<file path="src/rtl/dmem_ctrl.sv">
// Data-memory controller: one word request per cycle from the access stage to a single-port sync SRAM,
// with WAIT_CYCLES stall support. Define DMEM_BOUNDS_CHECK_EN to enable out-of-range detection and err pulses.
`ifndef CPU_WIDTH
`define CPU_WIDTH 32
`endif

module dmem_ctrl #(
    parameter int                     ADDR_W      = 12,
    parameter logic [`CPU_WIDTH-1:0]  BASE_ADDR   = 32'h0,
    parameter int                     WAIT_CYCLES = 0
) (
    input  logic                   clk,
    input  logic                   rst_n,
    input  logic                   data_mem_req_i,
    input  logic                   data_mem_wr_en_i,
    input  logic [`CPU_WIDTH-1:0]  data_mem_addr_i,
    input  logic [`CPU_WIDTH-1:0]  data_mem_data_i,
    output logic [`CPU_WIDTH-1:0]  data_mem_data_o,
    output logic                   data_mem_ready_o,
    output logic                   data_mem_err_o,
    output logic                   sram_ce_o,
    output logic                   sram_we_o,
    output logic [ADDR_W-1:0]      sram_addr_o,
    output logic [`CPU_WIDTH-1:0]  sram_wdata_o,
    input  logic [`CPU_WIDTH-1:0]  sram_rdata_i
);

    // state | meaning
    // IDLE  | ready for a request; a zero-wait access completes here
    // BUSY  | holding the SRAM strobe through the remaining wait states
    typedef enum logic {IDLE, BUSY} state_t;

    localparam logic [3:0] CNT_LOAD = 4'(WAIT_CYCLES);

    state_t                  state_q, state_d;
    logic [3:0]              cnt_q, cnt_d;
    logic [ADDR_W-1:0]       addr_q;
    logic [`CPU_WIDTH-1:0]   wdata_q;
    logic                    wr_q;
    logic [`CPU_WIDTH-1:0]   hold_q;
    logic                    rd_done_q, rd_done_d;
    logic                    oor_rd_q;

    logic [`CPU_WIDTH-1:0]   offset;
    logic [ADDR_W-1:0]       word_idx;
    logic                    out_of_range;
    logic                    accept;
    logic                    acc_ok;
    logic                    unused_bits;

    assign offset      = data_mem_addr_i - BASE_ADDR;
    assign word_idx    = offset[ADDR_W+1:2];
    assign unused_bits = ^{offset[1:0], offset[`CPU_WIDTH-1:ADDR_W+2]};

`ifdef DMEM_BOUNDS_CHECK_EN
    localparam logic [`CPU_WIDTH:0] SPAN = ({{`CPU_WIDTH{1'b0}}, 1'b1}) << (ADDR_W + 2);
    logic err_q;

    assign out_of_range = (data_mem_addr_i < BASE_ADDR) | ({1'b0, offset} >= SPAN);

    always_ff @(posedge clk or negedge rst_n) begin
        if (!rst_n) begin
            err_q <= 1'b0;
        end else begin
            err_q <= accept & out_of_range;
        end
    end

    assign data_mem_err_o = err_q;
`else
    assign out_of_range   = 1'b0;
    assign data_mem_err_o = 1'b0;
`endif

    assign accept = data_mem_req_i & (state_q == IDLE);
    assign acc_ok = accept & ~out_of_range;

    always_comb begin
        state_d          = state_q;
        cnt_d            = cnt_q;
        rd_done_d        = 1'b0;
        data_mem_ready_o = 1'b0;
        sram_ce_o        = 1'b0;
        sram_we_o        = 1'b0;
        sram_addr_o      = addr_q;
        sram_wdata_o     = wdata_q;
        case (state_q)
            IDLE: begin
                data_mem_ready_o = 1'b1;
                // First strobe cycle is driven straight from the request, before it is registered.
                if (acc_ok) begin
                    sram_ce_o    = 1'b1;
                    sram_we_o    = data_mem_wr_en_i;
                    sram_addr_o  = word_idx;
                    sram_wdata_o = data_mem_data_i;
                    if (WAIT_CYCLES == 0) begin
                        rd_done_d = ~data_mem_wr_en_i;
                    end else begin
                        state_d = BUSY;
                        cnt_d   = CNT_LOAD;
                    end
                end
            end
            BUSY: begin
                sram_ce_o = 1'b1;
                sram_we_o = wr_q;
                cnt_d     = cnt_q - 4'd1;
                if (cnt_q == 4'd1) begin
                    state_d   = IDLE;
                    rd_done_d = ~wr_q;
                end
            end
            default: begin
                state_d = IDLE;
                cnt_d   = 4'd0;
            end
        endcase
    end

    always_ff @(posedge clk or negedge rst_n) begin
        if (!rst_n) begin
            state_q   <= IDLE;
            cnt_q     <= 4'd0;
            addr_q    <= '0;
            wdata_q   <= '0;
            wr_q      <= 1'b0;
            hold_q    <= '0;
            rd_done_q <= 1'b0;
            oor_rd_q  <= 1'b0;
        end else begin
            state_q   <= state_d;
            cnt_q     <= cnt_d;
            rd_done_q <= rd_done_d;
            oor_rd_q  <= accept & out_of_range & ~data_mem_wr_en_i;
            if (acc_ok) begin
                addr_q  <= word_idx;
                wdata_q <= data_mem_data_i;
                wr_q    <= data_mem_wr_en_i;
            end
            if (rd_done_q) begin
                hold_q <= sram_rdata_i;
            end else if (oor_rd_q) begin
                hold_q <= '0;
            end
        end
    end

    // Completion cycle forwards the SRAM output; the hold register covers every other cycle.
    assign data_mem_data_o = rd_done_q ? sram_rdata_i :
                             oor_rd_q  ? '0 : hold_q;

endmodule

</file>
<file path="config.mk">
export PLATFORM = sky130hd
export DESIGN_NAME = dmem_ctrl
export DESIGN_NICKNAME = d
export VERILOG_FILES = /design/src/rtl/dmem_ctrl.sv
export SDC_FILE = /design/constraint.sdc
export NUM_CORES = 1
export LEC_CHECK = 0
export ABC_AREA = 1
export CORE_UTILIZATION = 39
export DETAILED_ROUTE_END_ITERATION = 8
export PLACE_DENSITY = 0.76
export SYNTH_ARGS = -nofsm -noshare
export SYNTH_HDL_FRONTEND = slang
export SYNTH_SLANG_ARGS = --single-unit
export TNS_END_PERCENT = 20
</file>
<file path="constraint.sdc">
create_clock -name clk -period 1.5 [get_ports clk]
set_input_delay 0.15 -clock clk [delete_from_list [all_inputs] [get_ports clk]]
set_output_delay 0.15 -clock clk [all_outputs]
set_load 0.005 [all_outputs]
</file>
# After elaboration in Yosys (flattened, before gate mapping)
# Cells that the tools add are included.
# word_totals
ff_bits	83
in_bits	100
output_inout_bits	80
word_cells	29
# op_classes
n_addsub	1
n_eq_ne	1
mux	16
bitwise_logic	4
# op_table
op	count
$mux 32	3
$mux 12	2
$pmux 1 s2	4
$mux 1	6
$eq 4x1->1 const B	1
$mux 4	1
$sub 4x1->4 const B	1
$not 1->1	3
$and 1x1->1	1

# Depth between registers and ports, before layout
# logic_depth
ltp_word	4
mapped_depth	6
mapped_depth_nobuf	6

# Least setup slack after synthesis
# Ideal clock, no wire load.
# synth_timing
path_type	register -> output
start	register state_q
end	output port sram_addr_o[0]
arrival_ns	0.975
required_ns	1.350
slack_ns	0.375
path_stages_with_launch	6
n_path_buf	2
path_cell_list	dfrtp_1 nor2_2 buf_6 buf_6 nand2_1 nand2_1
# synth_between
elab_chain_len	4
# synth_lines
element	line	rtl
from (decl)	35	state_t state_q, state_d;
from (signal assigned)	131	state_q <= state_d;
$not 1->1	-	
$and 1x1->1	75	assign accept = data_mem_req_i & (state_q == IDLE);
$mux 12	91	if (acc_ok) begin
$mux 12 (*)	87	case (state_q)
to (decl)	23	output logic [ADDR_W-1:0] sram_addr_o,
# Mark *: on every way between the ends. The rest lies on a longest branch, timed or not.

# Worst setup path after layout
# layout_timing
start	register state_q
end	output port sram_addr_o[11]
# Same word-level chain as after synthesis.

==> results.sh <==
export IMPL_status="finished, violations left"
export IMPL_violations="negative setup slack"
export IMPL_grt_pass1_vias=3881
export IMPL_port_buffer_count=158
export IMPL_start_kind="flop"
export IMPL_postPlaceCellArea_um2=5620
export IMPL_syn_nets=509
export IMPL_fin_area_um2=6750
export IMPL_vias=3799
export IMPL_synthCells=407
export IMPL_r2r_start="state_q"
export IMPL_avgSynthCellArea_um2=8.40
export IMPL_rsz0062_at_grt="true"
export IMPL_maxCapViolations=0
export IMPL_final_hold_viol_count=0
export IMPL_setup_viol=74
export IMPL_final_period_utilization_pct=125
export IMPL_wl_per_cell_um=16.3
export IMPL_cts_tree="done"
export IMPL_nets=772
export IMPL_grt_use_total_pct=26.4
export IMPL_cts_clk_slew_worst_paths_ns=0.08
export IMPL_drtIter0Drc=187
export IMPL_fill_cells=493
export IMPL_diodes=0
export IMPL_final_antenna_net_count=0
export IMPL_drtPass1Iterations=6
export IMPL_htree_levels=3
export IMPL_crit_type="flop to primary output"
export IMPL_die_h_um=95.6
export IMPL_cts_root_buffer="clkbuf_8"
export IMPL_period_needed_ns=1.88
export IMPL_dp_cells=725
export IMPL_r2r_end="addr_q[5]"
export IMPL_p_per_area_nw_per_um2=860
export IMPL_hold_slack_ns=0.252
export IMPL_syn_area_um2=3420
export IMPL_critPathArrivalTime_ns=1.73
export IMPL_fin_worst_skew_ns=0.0112
export IMPL_synth_seq_cells=83
export IMPL_swShare_pct=28.3
export IMPL_power_leakage_nw=3.63
export IMPL_dpl_worst_slack_ns=-0.398
export IMPL_fmax_ghz=0.532
export IMPL_crit_top_cell="buf_6"
export IMPL_grt_antenna_before_repair=0
export IMPL_totalWireLength_um=12700
export IMPL_instances_no_fill=780
export IMPL_pwr_share_comb_pct=28.0
export IMPL_cts_sinks=83
export IMPL_drc=0
export IMPL_hold_path_class="input pin to async pin"
export IMPL_worst_path_max_delay_cell="dfrtp_1"
export IMPL_r2r_setup_slack_ns=-0.03
export IMPL_cp_max_fo=6
export IMPL_rr_worst_depth=9
export IMPL_clk_path_buf_depth=2
export IMPL_setup_slack_ns=-0.379
export IMPL_synth_top_cell_area_share_pct=60.8
export IMPL_worst_ep_required_time_ns=1.35
export IMPL_die_w_um=95.6
export IMPL_ys_types=15
export IMPL_ys_warn_count=0
export IMPL_ios=180
export IMPL_ys_seq_area_share_pct=60.8
export IMPL_power_frac_seq_pct=44.2
export IMPL_cp_cell_sequence="nor2_4 -> buf_6 -> inv_12 -> buf_12 -> buf_8 -> nand2_4 -> nand2_2 -> buf_6"
export IMPL_globalplace_congestion=0.770
export IMPL_p_switching_w=0.00164
export IMPL_cts_buffers=9
export IMPL_rows=33
export IMPL_crit_buf_inv=5
export IMPL_start_util_pct=41.0
export IMPL_synthTopCellsByArea="dfrtp_1, nand2_1, o21ai_0"
export IMPL_clkPwrFrac_pct=27.8
export IMPL_syn2layout_area_growth_pct=97.4
export IMPL_dp_hpwl_um=6740
export IMPL_cp_top_family="buffers and inverters"
export IMPL_drive_gt1_share_pct=49.2
export IMPL_synth_top_area_cell="dfrtp_1"
export IMPL_internal_power_w=0.00416
export IMPL_grt_pass1_wl_um=18000
export IMPL_fp_dieArea_um2=9140
export IMPL_grt_max_degree=36
export IMPL_final_max_slew_viol_count=0
export IMPL_grt_ovfl_total=0
export IMPL_coreArea_um2=8340
export IMPL_cpPeakStageDelay_ns=0.44
export IMPL_vias_per_cell=4.87
export IMPL_endpoint_kind="primary output"
export IMPL_clk_latency_ns=0.35
export IMPL_fin_util_pct=80.9
export IMPL_vdd_drop_max_mv=0.554
[metal layers]
metal | track usage (%) | wire length, µm | up-vias
met5 | 0 | 0 | -
met4 | 10.6 | 419 | 0
met3 | 5.74 | 726 | 39
met2 | 48.3 | 6930 | 163
met1 | 29.7 | 4650 | 1846
li1 | - | - | 1751
[area by class of cell]
cell class | instances | area, µm² | share of cell area, %
Clock buffer | 11 | 141 | 2.10
Multi-Input combinational cell | 266 | 1680 | 24.9
Clock inverter | 5 | 52.6 | 0.779
Timing Repair Buffer | 269 | 2490 | 37.0
Sequential cell | 83 | 2080 | 30.8
Inverter | 41 | 169 | 2.50
Tap cell | 105 | 131 | 1.95
[power groups by stage]
| stage | Combinational [W] | Sequential (W) | Clock [W] |
|---|---|---|---|
| floorplan | 0.000375 | 0.00254 | 0 |
| global placement | 0.00128 | 0.00255 | 0 |
| detailed placement | 0.00131 | 0.00255 | 0 |
| finish | 0.00163 | 0.00256 | 0.00161 |
| CTS | 0.00151 | 0.00254 | 0.00161 |
| global route | 0.00175 | 0.00258 | 0.00174 |
[Yosys cell counts (all sizes together)]
library cell	n
buf	13
clkbuf	4
conb	1
dfrtp	83
ha	2
inv	41
nand2	219
nand3	1
nor2	6
o21ai	35
xor2	2
[what timing repair did]
| action | 4_1_cts | 5_1_grt |
|---|---|---|
| setup buffers | 23 | 7 |
| hold buffers | 1 | 0 |
| gates cloned | 9 | 0 |
| gates resized for setup | 457 | 73 |
| hold endpoints to repair | 26 | 0 |
| setup endpoints to repair | 79 | 74 |
| pin swaps | 25 | 12 |
[kinds of logic after synthesis]
family | count (synthesis) | share of synthesized area [%]
simple gates | 226 | 24.9
flops | 83 | 60.8
buf+inv | 58 | 7.80
compound gates | 35 | 5.13
xor+xnor | 2 | 0.513
fa+ha+maj | 2 | 0.732
other cells | 1 | 0.110
[how the worst max path moves through the flow]
stage	from	to	slack (ns)	cells after the start
2_1_floorplan	state_q	sram_addr_o[0]	0.38	5
3_3_place_gp	data_mem_req_i	sram_addr_o[6]	-0.37	7
3_5_place_dp	data_mem_req_i	sram_wdata_o[4]	-0.40	7
4_1_cts	state_q	sram_addr_o[6]	-0.26	8
5_1_grt	state_q	sram_addr_o[11]	-0.42	8
6_report	state_q	sram_addr_o[11]	-0.38	8
[through the flow]
step	power (W)	setup TNS (ns)
after floorplan	0.00291	0
after global placement	0.00383	-16.45
after detailed placement	0.00387	-18.16
after CTS	0.00566	-12.35
after global routing	0.00607	-20.03
final	0.00580	-15.90
[sequential cells by signal, summed over array words and instances (netlist names)]
name	count
cnt_q	4
rd_done_q	1
state_q	1
addr_q	12
hold_q	32
wdata_q	32
wr_q	1
[cells in the final DEF, fill, tap and decap left out, types with 3 or more instances in the layout]
| master | Yosys | final |
|---|---|---|
| nand2_1 | 219 | 118 |
| dfrtp_1 | 83 | 82 |
| clkdlybuf4s50_1 | 0 | 79 |
| buf_4 | 3 | 75 |
| nand2_2 | 0 | 68 |
| buf_2 | 6 | 49 |
| inv_1 | 39 | 39 |
| nand2_4 | 0 | 33 |
| o21ai_2 | 0 | 25 |
| buf_6 | 4 | 24 |
| clkbuf_8 | 0 | 10 |
| buf_16 | 0 | 9 |
| o21ai_4 | 0 | 8 |
| clkbuf_2 | 0 | 8 |
| dlygate4sd2_1 | 0 | 7 |
| buf_12 | 0 | 7 |
| nor2_1 | 5 | 5 |
| buf_8 | 0 | 4 |
| clkinv_2 | 0 | 3 |
| clkdlybuf4s15_2 | 0 | 3 |
| clkdlybuf4s15_1 | 0 | 3 |
Note: power is estimated with default switching activity, not from simulation.
